--- src/rtl/uart_rx_cmd_parser_if.sv ---
// Command handshake bundle between the UART frame parser and the sensor controller.
//   cmd_valid : command available (parser -> consumer)
//   cmd_ready : consumer accepts the held command (consumer -> parser)
//   cmd       : command byte
//   addr      : address byte
//   data      : {data_hi, data_lo}
interface uart_rx_cmd_parser_if;
   logic        cmd_valid;
   logic        cmd_ready;
   logic [7:0]  cmd;
   logic [7:0]  addr;
   logic [15:0] data;

   modport master (
      output cmd_valid,
      output cmd,
      output addr,
      output data,
      input  cmd_ready
   );

   modport slave (
      input  cmd_valid,
      input  cmd,
      input  addr,
      input  data,
      output cmd_ready
   );
endinterface

--- src/rtl/uart_rx_cmd_parser.sv ---
// UART command frame parser.
// Assembles 6-byte host frames {sync, cmd, addr, data_hi, data_lo, checksum}
// from the UART receiver's byte strobe, validates the XOR checksum and hands
// good commands to the sensor controller over a valid/ready bus.
//
// Ports:
//   i_CLK      : system clock
//   i_RST      : synchronous active-high reset
//   i_Rx_DV    : one-cycle byte strobe from the UART receiver
//   i_Rx_Byte  : received byte, valid with i_Rx_DV
//   cmd_bus    : command handshake (master side: cmd_valid/cmd/addr/data out, cmd_ready in)
//   o_Chk_Err  : 1-cycle pulse, checksum mismatch
//   o_Overrun  : 1-cycle pulse, good frame dropped because a command was still pending
//   o_Timeout  : 1-cycle pulse, partial frame abandoned after an inter-byte timeout
//   o_Busy     : high while a frame is being assembled
//
// Optional feature: define UART_RX_CMD_TIMEOUT_EN to enable the inter-byte
// timeout. Without it o_Timeout stays 0 and partial frames wait indefinitely.
module uart_rx_cmd_parser #(
   parameter logic [7:0]  SYNC_BYTE    = 8'hAA,
   parameter int unsigned TIMEOUT_CLKS = 10000,
   parameter int unsigned CNT_W        = 16
) (
   input  logic                        i_CLK,
   input  logic                        i_RST,
   input  logic                        i_Rx_DV,
   input  logic [7:0]                  i_Rx_Byte,
   uart_rx_cmd_parser_if.master        cmd_bus,
   output logic                        o_Chk_Err,
   output logic                        o_Overrun,
   output logic                        o_Timeout,
   output logic                        o_Busy
);

   localparam int unsigned BYTE_W = 8;
   localparam int unsigned DATA_W = 16;

   localparam logic [2:0] S_SYNC = 3'd0;
   localparam logic [2:0] S_CMD  = 3'd1;
   localparam logic [2:0] S_ADDR = 3'd2;
   localparam logic [2:0] S_DH   = 3'd3;
   localparam logic [2:0] S_DL   = 3'd4;
   localparam logic [2:0] S_CHK  = 3'd5;

   logic [2:0]        state_q,   state_nxt;
   logic [BYTE_W-1:0] cmd_sh_q,  cmd_sh_nxt;
   logic [BYTE_W-1:0] addr_sh_q, addr_sh_nxt;
   logic [BYTE_W-1:0] dh_sh_q,   dh_sh_nxt;
   logic [BYTE_W-1:0] dl_sh_q,   dl_sh_nxt;
   logic [BYTE_W-1:0] xor_q,     xor_nxt;
   logic              valid_q,   valid_nxt;
   logic [BYTE_W-1:0] cmd_q,     cmd_nxt;
   logic [BYTE_W-1:0] addr_q,    addr_nxt;
   logic [DATA_W-1:0] data_q,    data_nxt;
   logic              chk_err_q, chk_err_nxt;
   logic              overrun_q, overrun_nxt;
   logic              timeout_q, timeout_nxt;
   logic              busy_q,    busy_nxt;
   logic              good_c;

`ifdef UART_RX_CMD_TIMEOUT_EN
   logic [CNT_W-1:0]  cnt_q,     cnt_nxt;
`else
   // Keeps the timeout configuration referenced when the feature is compiled out.
   logic unused_cfg;
   assign unused_cfg = ^{32'(TIMEOUT_CLKS), 32'(CNT_W)};
`endif

   // State and datapath registers.
   always_ff @(posedge i_CLK) begin
      if (i_RST) begin
         state_q   <= S_SYNC;
         cmd_sh_q  <= '0;
         addr_sh_q <= '0;
         dh_sh_q   <= '0;
         dl_sh_q   <= '0;
         xor_q     <= '0;
         valid_q   <= 1'b0;
         cmd_q     <= '0;
         addr_q    <= '0;
         data_q    <= '0;
         chk_err_q <= 1'b0;
         overrun_q <= 1'b0;
         timeout_q <= 1'b0;
         busy_q    <= 1'b0;
`ifdef UART_RX_CMD_TIMEOUT_EN
         cnt_q     <= '0;
`endif
      end else begin
         state_q   <= state_nxt;
         cmd_sh_q  <= cmd_sh_nxt;
         addr_sh_q <= addr_sh_nxt;
         dh_sh_q   <= dh_sh_nxt;
         dl_sh_q   <= dl_sh_nxt;
         xor_q     <= xor_nxt;
         valid_q   <= valid_nxt;
         cmd_q     <= cmd_nxt;
         addr_q    <= addr_nxt;
         data_q    <= data_nxt;
         chk_err_q <= chk_err_nxt;
         overrun_q <= overrun_nxt;
         timeout_q <= timeout_nxt;
         busy_q    <= busy_nxt;
`ifdef UART_RX_CMD_TIMEOUT_EN
         cnt_q     <= cnt_nxt;
`endif
      end
   end

   // Next-state, frame assembly and handshake logic.
   always_comb begin
      state_nxt   = state_q;
      cmd_sh_nxt  = cmd_sh_q;
      addr_sh_nxt = addr_sh_q;
      dh_sh_nxt   = dh_sh_q;
      dl_sh_nxt   = dl_sh_q;
      xor_nxt     = xor_q;
      valid_nxt   = valid_q;
      cmd_nxt     = cmd_q;
      addr_nxt    = addr_q;
      data_nxt    = data_q;
      chk_err_nxt = 1'b0;
      overrun_nxt = 1'b0;
      timeout_nxt = 1'b0;
      good_c      = 1'b0;
`ifdef UART_RX_CMD_TIMEOUT_EN
      cnt_nxt     = cnt_q + CNT_W'(1);
`endif

      // Held command retires once sampled with ready; a same-cycle load overrides below.
      if (valid_q && cmd_bus.cmd_ready) begin
         valid_nxt = 1'b0;
      end

      if (i_Rx_DV) begin
         case (state_q)
            S_SYNC: begin
               if (i_Rx_Byte == SYNC_BYTE) begin
                  state_nxt = S_CMD;
                  xor_nxt   = '0;
               end
            end
            S_CMD: begin
               cmd_sh_nxt = i_Rx_Byte;
               xor_nxt    = xor_q ^ i_Rx_Byte;
               state_nxt  = S_ADDR;
            end
            S_ADDR: begin
               addr_sh_nxt = i_Rx_Byte;
               xor_nxt     = xor_q ^ i_Rx_Byte;
               state_nxt   = S_DH;
            end
            S_DH: begin
               dh_sh_nxt = i_Rx_Byte;
               xor_nxt   = xor_q ^ i_Rx_Byte;
               state_nxt = S_DL;
            end
            S_DL: begin
               dl_sh_nxt = i_Rx_Byte;
               xor_nxt   = xor_q ^ i_Rx_Byte;
               state_nxt = S_CHK;
            end
            S_CHK: begin
               state_nxt = S_SYNC;
               if (i_Rx_Byte == xor_q) begin
                  good_c = 1'b1;
               end else begin
                  chk_err_nxt = 1'b1;
               end
            end
            default: state_nxt = S_SYNC;
         endcase
      end else if (state_q > S_CHK) begin
         // Recover from an unused encoding even without byte traffic.
         state_nxt = S_SYNC;
      end

      // Deliver a good frame if the output slot is free or being freed this cycle.
      if (good_c) begin
         if (!valid_q || cmd_bus.cmd_ready) begin
            valid_nxt = 1'b1;
            cmd_nxt   = cmd_sh_q;
            addr_nxt  = addr_sh_q;
            data_nxt  = {dh_sh_q, dl_sh_q};
         end else begin
            overrun_nxt = 1'b1;
         end
      end

`ifdef UART_RX_CMD_TIMEOUT_EN
      // Inter-byte watchdog; a byte on the terminal cycle wins over the timeout.
      if (state_q == S_SYNC || i_Rx_DV) begin
         cnt_nxt = '0;
      end else if (cnt_q == CNT_W'(TIMEOUT_CLKS - 1)) begin
         cnt_nxt     = '0;
         state_nxt   = S_SYNC;
         timeout_nxt = 1'b1;
      end
`endif

      busy_nxt = (state_nxt != S_SYNC);
   end

   assign cmd_bus.cmd_valid = valid_q;
   assign cmd_bus.cmd       = cmd_q;
   assign cmd_bus.addr      = addr_q;
   assign cmd_bus.data      = data_q;
   assign o_Chk_Err         = chk_err_q;
   assign o_Overrun         = overrun_q;
   assign o_Timeout         = timeout_q;
   assign o_Busy            = busy_q;

endmodule
--- src/flat_wrapper.sv ---
// flat-port wrapper written by rule: the top's interface ports become plain ports
module uart_rx_cmd_parser_flat 
#(
   parameter logic [7:0]  SYNC_BYTE    = 8'hAA,
   parameter int unsigned TIMEOUT_CLKS = 10000,
   parameter int unsigned CNT_W        = 16
)
  (i_CLK, i_RST, i_Rx_DV, i_Rx_Byte, o_Chk_Err, o_Overrun, o_Timeout, o_Busy, cmd_bus_cmd_valid, cmd_bus_cmd, cmd_bus_addr, cmd_bus_data, cmd_bus_cmd_ready);
  uart_rx_cmd_parser_if cmd_bus_i ();
  input  logic i_CLK;
  input  logic i_RST;
  input  logic i_Rx_DV;
  input  logic [7:0] i_Rx_Byte;
  output logic o_Chk_Err;
  output logic o_Overrun;
  output logic o_Timeout;
  output logic o_Busy;
  output wire logic [$bits(cmd_bus_i.cmd_valid)-1:0] cmd_bus_cmd_valid;
  output wire logic [$bits(cmd_bus_i.cmd)-1:0] cmd_bus_cmd;
  output wire logic [$bits(cmd_bus_i.addr)-1:0] cmd_bus_addr;
  output wire logic [$bits(cmd_bus_i.data)-1:0] cmd_bus_data;
  input wire logic [$bits(cmd_bus_i.cmd_ready)-1:0] cmd_bus_cmd_ready;
  assign cmd_bus_cmd_valid = cmd_bus_i.cmd_valid;
  assign cmd_bus_cmd = cmd_bus_i.cmd;
  assign cmd_bus_addr = cmd_bus_i.addr;
  assign cmd_bus_data = cmd_bus_i.data;
  assign cmd_bus_i.cmd_ready = cmd_bus_cmd_ready;
  uart_rx_cmd_parser #(.SYNC_BYTE(SYNC_BYTE), .TIMEOUT_CLKS(TIMEOUT_CLKS), .CNT_W(CNT_W)) u_core (.i_CLK(i_CLK), .i_RST(i_RST), .i_Rx_DV(i_Rx_DV), .i_Rx_Byte(i_Rx_Byte), .cmd_bus(cmd_bus_i), .o_Chk_Err(o_Chk_Err), .o_Overrun(o_Overrun), .o_Timeout(o_Timeout), .o_Busy(o_Busy));
endmodule
--- config.mk ---
export PLATFORM = sky130hd
export DESIGN_NAME = uart_rx_cmd_parser_flat
export DESIGN_NICKNAME = d
export VERILOG_FILES = /design/src/rtl/uart_rx_cmd_parser_if.sv /design/src/rtl/uart_rx_cmd_parser.sv /design/src/flat_wrapper.sv
export SDC_FILE = /design/constraint.sdc
export NUM_CORES = 1
export LEC_CHECK = 0
export ABC_AREA = 1
export CAP_MARGIN = 5
export CORE_AREA = 2 2 77 94
export DETAILED_ROUTE_END_ITERATION = 6
export DIE_AREA = 0 0 79 96
export PLACE_DENSITY_LB_ADDON = 0.25
export RECOVER_POWER = 100
export REMOVE_ABC_BUFFERS = 1
export SLEW_MARGIN = 20
export SYNTH_ARGS = -nofsm -noshare
export SYNTH_HDL_FRONTEND = slang
export SYNTH_SLANG_ARGS = --single-unit
--- constraint.sdc ---
create_clock -name i_CLK -period 3.77 [get_ports i_CLK]
set_input_delay 0.9425 -clock i_CLK [delete_from_list [all_inputs] [get_ports i_CLK]]
set_output_delay 0.9425 -clock i_CLK [all_outputs]
set_load 0.03 [all_outputs]
Word-level counts from Yosys, hierarchy flattened
Cells that the tools add are included.
Widths: inputs -> output; s select.

word-level totals
  register bits = 79
  bits of input ports = 12
  output and inout port bits = 37
  logic and storage cells = 55

operators by class
  order comparisons = 1
  equal/unequal tests = 8
  mux-type cells = 14
  bitwise gates (word level) = 4
  reductions and logical operators = 15

operator list
  kind                number
  $pmux 8 s2          1
  $pmux 3 s5          1
  $reduce_and 2->1    5
  $mux 3              3
  $eq 8x8->1          1
  $eq 8x8->1 const B  1
  $mux 1              8
  $mux 8              1
  $xor 8x8->8         1
  $eq 3x2->1 const B  2
  $eq 3x3->1 const B  2
  $reduce_or 4->1     1
  $eq 3x1->1 const B  1
  $gt 3x3->1 const B  1
  $logic_not 3->1     1
  $not 1->1           3
  $reduce_and 3->1    1
  $reduce_bool 3->1   1
  $reduce_or 3->1     1
  $ne 2x1->1 const B  1
  $reduce_bool 2->1   1
  $reduce_or 2->1     1
  $logic_and 1x1->1   1
  $logic_not 1->1     1
  $logic_or 1x1->1    1

Depth between registers and ports, before layout
Gate-level depths: netlist of the first run.

  word-level depth = 6
  mapped depth = 10
  mapped depth without buffers = 10

Least setup slack after synthesis of the first run
No wires, ideal clock.

  kind = input to register
  start = input i_Rx_Byte[3]
  end = register u_core.addr_q[0] (netlist: u_core.cmd_bus.addr[0])
  arrival = 1.828 ns
  slack = 1.829 ns
  cell stages on the path = 9
  buffers on the path = 1
  cells stage by stage = inv_1 -> nand2_1 -> nand2_1 -> nand2_1 -> nor2_1 -> nand3_4 -> buf_2 -> nor2_1 -> nor2_1

between the ends
  longest elaborated chain between the ends = 5

ends and longest elaborated chain
  what                        RTL line                   text
  start: declaration          flat_wrapper.sv:13         input logic [7:0] i_Rx_Byte;
  $eq 8x8->1                  uart_rx_cmd_parser.sv:165  if (i_Rx_Byte == xor_q) begin
  $mux 1                      uart_rx_cmd_parser.sv:165
  $mux 1                      uart_rx_cmd_parser.sv:136  case (state_q)
  $mux 1                      uart_rx_cmd_parser.sv:135  if (i_Rx_DV) begin
  $reduce_and 2->1 (no line)  n/a
  end signal: assignment      uart_rx_cmd_parser.sv:98   addr_q <= addr_nxt;
  end: declaration            uart_rx_cmd_parser.sv:53   logic [BYTE_W-1:0] addr_q, addr_nxt;

Every way passes these cells.
A chain may end at the register's enable or synchronous reset.

Final worst setup path of the first run
  start = input i_Rx_DV
  end = register u_core.data_q[8] (netlist: u_core.cmd_bus.data[8])

between the ends
  longest elaborated chain between the ends = 2

ends and longest elaborated chain
  what                        RTL line                   text
  start: declaration          flat_wrapper.sv:12         input logic i_Rx_DV;
  $mux 1                      uart_rx_cmd_parser.sv:135
  $reduce_and 2->1 (no line)  n/a
  end signal: assignment      uart_rx_cmd_parser.sv:99   data_q <= data_nxt;
  end: declaration            uart_rx_cmd_parser.sv:54   logic [DATA_W-1:0] data_q, data_nxt;

Every way passes these cells.

==> flow_summary.ini, run 1 <==
[clock_tree]
clock_path_buffers = 2
clk_pin_slew_ns = 0.07
cts_sinks = 79
cts_root_buf = clkbuf_8
cts-buffers-inserted = 9
clk_latency_ns = 0.35
cts_setup_buffers = 0
cts_tree = built
cts-resized-gates = 0
cts_max_level = 3
hold_buffers = 0

[global_route]
grt_pass1_wl_mm = 10.8
grt_overflow = 0
grt_pass1_vias = 2441
grt_max_degree = 38
grt_use_total_pct = 18.4
antenna_found_initial = 0

[yosys]
synthTopCellsByCount = 133 x nand2_1, 90 x nor2_1, 79 x dfxtp_1
yosysMostFrequentCell = nand2_1
synth.distinct_cells = 25
synth_area_per_cell_um2 = 6.78
ys_top_cells_by_area = dfxtp_1 48%, nand2_1 15%, nor2_1 10%
seq_area_frac_synth_pct = 48.3
synthesis.area_um2 = 3280
ys.flop_type = dfxtp_1
synth_warnings = 0
yosys.area.top_type_share_pct = 48.3
synth_seq_cells = 79
syn_inst = 483
synth_edf_count = 0
async_flop_share_pct = 0
yosys.area.top_type = dfxtp_1

[final_layout]
drive_gt1_share_pct = 4.34
final_area_um2 = 3940
multiInputGateArea_um2 = 1280
fin_nets = 537
fillers = 681
instances_no_fill = 617
antennaDiodeCount = 0
seq_area_um2 = 1580
syn2layout_area_growth_pct = 20.2

[detailed_routing]
drc = 0
vias = 2794
routed_wl_mm = 6.34
drt_iter0_drc = 101
first_pass_iters = 4
avgViaCountPerCell = 4.53
wl_per_cell_um = 10.3
ant_nets = 0

[placed_design]
dpl_cell_area_um2 = 3780
port_buffers = 47
pre_cts_ws_ns = 0.844
dpl.hpwl_mm = 4.29
dpl.cell_count = 601
gp_congestion = 0.801

[setup_path]
critPathMaxFanout = 27
r2r_end = u_core.cmd_bus.data[8]
path_cells = dlygate4sd3_1 -> nand2_1 -> clkinv_1 -> nand3_2 -> nor2_2 -> nand3_4 -> clkbuf_1 -> nand2_1 -> nand2_1 -> nor2_1
crit_path_end = u_core.cmd_bus.data[8]
rrSetupSlack_ns = 1.63
cp-start-kind = input port
slowest_stage = clkbuf_1
crit_path_max_incr_delay_ns = 0.62
crit_path_end_kind = flip-flop
cp.arrival_ns = 3.10
r2r_start = u_core.state_q[2]
path_class = in2reg
cp_data_required_time_ns = 4.01
r2r_cells = 8
startpoint = i_Rx_DV
worst_path_most_repeated_cell = nand2_1

[die]
rows = 33
ios = 49
fp.dieW_um = 79
start_util_pct = 49.0
die-area_um2 = 7580
die_h_um = 96
coreArea_um2 = 6690

[pwr]
p_per_area_nw_per_um2 = 370
p_leak_nw = 2.02
vdd_ir_drop_max_mv = 0.205

[timing]
max_freq_mhz = 349
tightest_slew_ns = 1.16
relSlewSlack_pct = 22.4
clock_skew_ns = 0.00755
finalHoldViolations = 0
timing.final.ws_setup_ns = 0.909
maxSlewViolCount = 0
setup_tns_ns = 0
fin_crit_ns = 2.86
rsz0062_at_grt = false
setup_viol = 0
period_share_pct = 75.9

[status]
status = completed

[hold_path]
hold_class = reg2reg

[job]
cap_violations = 0
==> registers in the layout, summed over array words and instances (netlist names) <==
register / cells
u_core.addr_sh_q: 8
u_core.state_q: 3
u_core.cmd_bus.cmd: 8
u_core.o_Overrun: 1
u_core.cmd_bus.cmd_valid: 1
u_core.cmd_bus.data: 16
u_core.xor_q: 8
u_core.cmd_sh_q: 8
u_core.dl_sh_q: 8
u_core.o_Busy: 1
u_core.o_Chk_Err: 1
u_core.cmd_bus.addr: 8
u_core.dh_sh_q: 8
==> layer usage <==
layer  up-vias  part of all wire (%)  wire length [µm]  GRT usage, %
met4         0                   2.1               132          8.62
met3        10                   3.4               216          3.75
met5         -                     0                 0             0
met2        38                    48              3050          30.2
li1       1531                     -                 -             -
met1      1215                    46              2940          23.2
==> through the flow <==
stage	hold WS, ns	utilization [%]	total power [mW]
floorplan	0.426	-	0.882
global route	0.461	58.9	1.52
CTS	0.449	59.2	1.47
finish	0.448	58.9	1.46
global placement	0.433	56.6	0.909
detailed placement	0.438	56.6	0.909
==> cells in the final DEF, fill, tap and decap left out, drive strengths merged <==
cell	count
o21ai	35
and2	1
nor3	4
buf	1
clkdlybuf4s50	8
nor2	91
conb	1
nand2	134
nand3	6
nor4	1
a21oi	34
inv	76
dfxtp	79
dlygate4sd3	39
clkbuf	16
clkinvlp	1
clkinv	3
==> cells by family after synthesis <==
kind of cell	Yosys count	share of synthesized area [%]
AOI/OAI and AO/OA	69	10.8
buffers and inverters	97	12.3
other	1	0.114
and+or+nand+nor	237	28.5
DFF	79	48.3
==> worst max-delay path, delay by kind of cell <==
kind,cells,cell delay (ns)
buffers and inverters,3,1.32
AND/OR/NAND/NOR,7,0.81
==> power breakdown <==
group | internal (mW) | total (mW) | leakage (nW) | switching (mW)
Combinational | 0.0193 | 0.0537 | 1.29 | 0.0343
Clock | 0.274 | 0.569 | 0.0894 | 0.296
Sequential | 0.834 | 0.835 | 0.636 | 0.000397
Total | 1.13 | 1.46 | 2.02 | 0.331
==> worst min-delay path by stage <==
stage | from | to | slack [ns] | depth (start not counted)
6_report | u_core.dl_sh_q[2] | u_core.dl_sh_q[2] | 0.45 | 2
5_1_grt | u_core.dl_sh_q[5] | u_core.dl_sh_q[5] | 0.46 | 2
4_1_cts | u_core.dl_sh_q[5] | u_core.dl_sh_q[5] | 0.45 | 2
3_5_place_dp | u_core.dl_sh_q[5] | u_core.dl_sh_q[5] | 0.44 | 2
3_3_place_gp | u_core.dl_sh_q[6] | u_core.dl_sh_q[6] | 0.43 | 2
2_1_floorplan | u_core.dl_sh_q[0] | u_core.dl_sh_q[0] | 0.43 | 2
==> layout make-up <==
cell class	instances	share of cell area (%)
timing repair buffer	51	12.7
tap	87	2.76
multi-input combinational	307	32.5
clock inverter	3	0.445
clock buffer	13	4.04
sequential	79	40.2
inverter	77	7.34
Note: power is estimated with default switching activity, not from simulation.
==> run 2, diff against run 1 <==
--- a/config.mk
+++ b/config.mk
@@ -7,9 +7,9 @@
 export LEC_CHECK = 0
 export ABC_AREA = 1
 export CAP_MARGIN = 5
-export CORE_AREA = 2 2 77 94
+export CORE_AREA = 2 2 79 96
 export DETAILED_ROUTE_END_ITERATION = 6
-export DIE_AREA = 0 0 79 96
+export DIE_AREA = 0 0 81 98
 export PLACE_DENSITY_LB_ADDON = 0.25
 export RECOVER_POWER = 100
 export REMOVE_ABC_BUFFERS = 1
==> constraint.sdc (replaced) <==
create_clock -name i_CLK -period 2.6 [get_ports i_CLK]
set_input_delay 0.65 -clock i_CLK [delete_from_list [all_inputs] [get_ports i_CLK]]
set_output_delay 0.65 -clock i_CLK [all_outputs]
set_load 0.03 [all_outputs]
==> flow_summary.ini, run 2 (synthesized netlist as in run 1, its figures left out) <==
[setup_path]
cp.arrival_ns = 2.50
cp-start-kind = input port
cp_data_required_time_ns = 2.87
r2r_start = u_core.state_q[2]
rrSetupSlack_ns = 0.94
critPathMaxFanout = 16
path_class = in2reg
path_cells = dlygate4sd3_1 -> nand2_1 -> nor3_1 -> clkbuf_1 -> o21ai_0 -> a21oi_1
crit_path_max_incr_delay_ns = 0.65
slowest_stage = dlygate4sd3_1
crit_path_end_kind = flip-flop
r2r_cells = 8
r2r_end = u_core.cmd_bus.data[0]

[detailed_routing]
drc = 0
vias = 2798
ant_nets = 0
wl_per_cell_um = 10.4
first_pass_iters = 4
drt_iter0_drc = 140
avgViaCountPerCell = 4.49
routed_wl_mm = 6.46

[clock_tree]
clock_path_buffers = 2
cts_sinks = 79
cts-resized-gates = 0
hold_buffers = 0
cts_root_buf = clkbuf_8
clk_latency_ns = 0.35
cts_max_level = 3
cts-buffers-inserted = 9
cts_tree = built
clk_pin_slew_ns = 0.08
cts_setup_buffers = 0

[timing]
finalHoldViolations = 0
period_share_pct = 85.6
tightest_slew_ns = 0.670
setup_viol = 0
maxSlewViolCount = 0
setup_tns_ns = 0
fin_crit_ns = 2.23
clock_skew_ns = 0.00935
rsz0062_at_grt = false
timing.final.ws_setup_ns = 0.374
relSlewSlack_pct = 55.3
max_freq_mhz = 449
timing.hold.ws_ns = 0.449

[die]
start_util_pct = 46.4
die_h_um = 98
rows = 34
ios = 49
die-area_um2 = 7940
fp.dieW_um = 81
coreArea_um2 = 7060

[placed_design]
dpl.hpwl_mm = 4.23
dpl.cell_count = 607
gp_congestion = 0.823
port_buffers = 47
pre_cts_ws_ns = 0.185
dpl_cell_area_um2 = 3810

[final_layout]
drive_gt1_share_pct = 5.44
final_area_um2 = 4030
antennaDiodeCount = 0
mostFrequentLayoutCell = nand2_1
seq_area_um2 = 1580
mostFrequentLayoutCells = 134 x nand2_1, 90 x nor2_1, 79 x dfxtp_1
instances_no_fill = 623
syn2layout_area_growth_pct = 22.9
fillers = 694
multiInputGateArea_um2 = 1280
largest_reg_flops = 16
utilization_pct = 57.0
fin_nets = 540

[global_route]
antenna_found_initial = 0
grt_pass1_vias = 2584
grt_pass1_wl_mm = 11.0
grt_max_degree = 58
grt_overflow = 0
grt_use_total_pct = 17.7

[pwr]
power_mw = 2.36
vdd_ir_drop_max_mv = 0.332
p_per_area_nw_per_um2 = 585
p_leak_nw = 2.07

[hold_path]
hold_class = reg2reg
holdPathStages = 2
hold_end = u_core.dl_sh_q[3]
min-delay-start = u_core.dl_sh_q[3]

[job]
cap_violations = 0

[status]
status = completed
run 2: changes by cell type in the layout (fill, tap and decap cells not counted), sizes merged:
cell	change
buf	+4
clkinvlp	-1
clkbuf	-4
bufinv	+3
dlygate4sd3	-1
clkdlybuf4s50	+1
clkinv	+1
run 2: how the worst max path moves through the flow:
stage	cells after the start	to	start
after floorplan	8	u_core.cmd_bus.addr[0]	i_Rx_Byte[3]
after global placement	10	u_core.cmd_bus.data[2]	i_Rx_Byte[7]
after detailed placement	11	u_core.cmd_bus.data[11]	i_Rx_Byte[7]
after CTS	11	u_core.cmd_bus.data[11]	i_Rx_Byte[7]
after global routing	6	u_core.cmd_sh_q[6]	i_Rx_DV
final	6	u_core.cmd_sh_q[6]	i_Rx_DV
run 2: routing by layer:
metal  global-route usage [%]  part of all wire (%)
met5                        0                     0
met4                     10.3                   2.0
met3                     2.87                   3.3
met2                     28.5                    48
met1                     22.1                    47
run 2: layout make-up:
class                           count  share of cell area, %
Timing Repair Buffer               54                   13.1
Tap cell                           90                   2.80
Multi-Input combinational cell    307                   31.8
Clock inverter                      6                   2.70
Inverter                           77                   7.18
Clock buffer                       10                   3.17
Sequential cell                    79                   39.3
run 2: worst max-delay path: cells and delay by family:
family | cells | cell delay [ns]
buf+inv | 2 | 1.20
simple gates | 2 | 0.34
compound gates | 2 | 0.30
run 2: power breakdown:
| part | internal [mW] | switching (mW) | leakage [nW] |
|---|---|---|---|
| Combinational | 0.0294 | 0.0517 | 1.31 |
| Sequential | 1.21 | 0.000562 | 0.636 |
| Clock | 0.636 | 0.430 | 0.120 |
| Total | 1.88 | 0.482 | 2.07 |
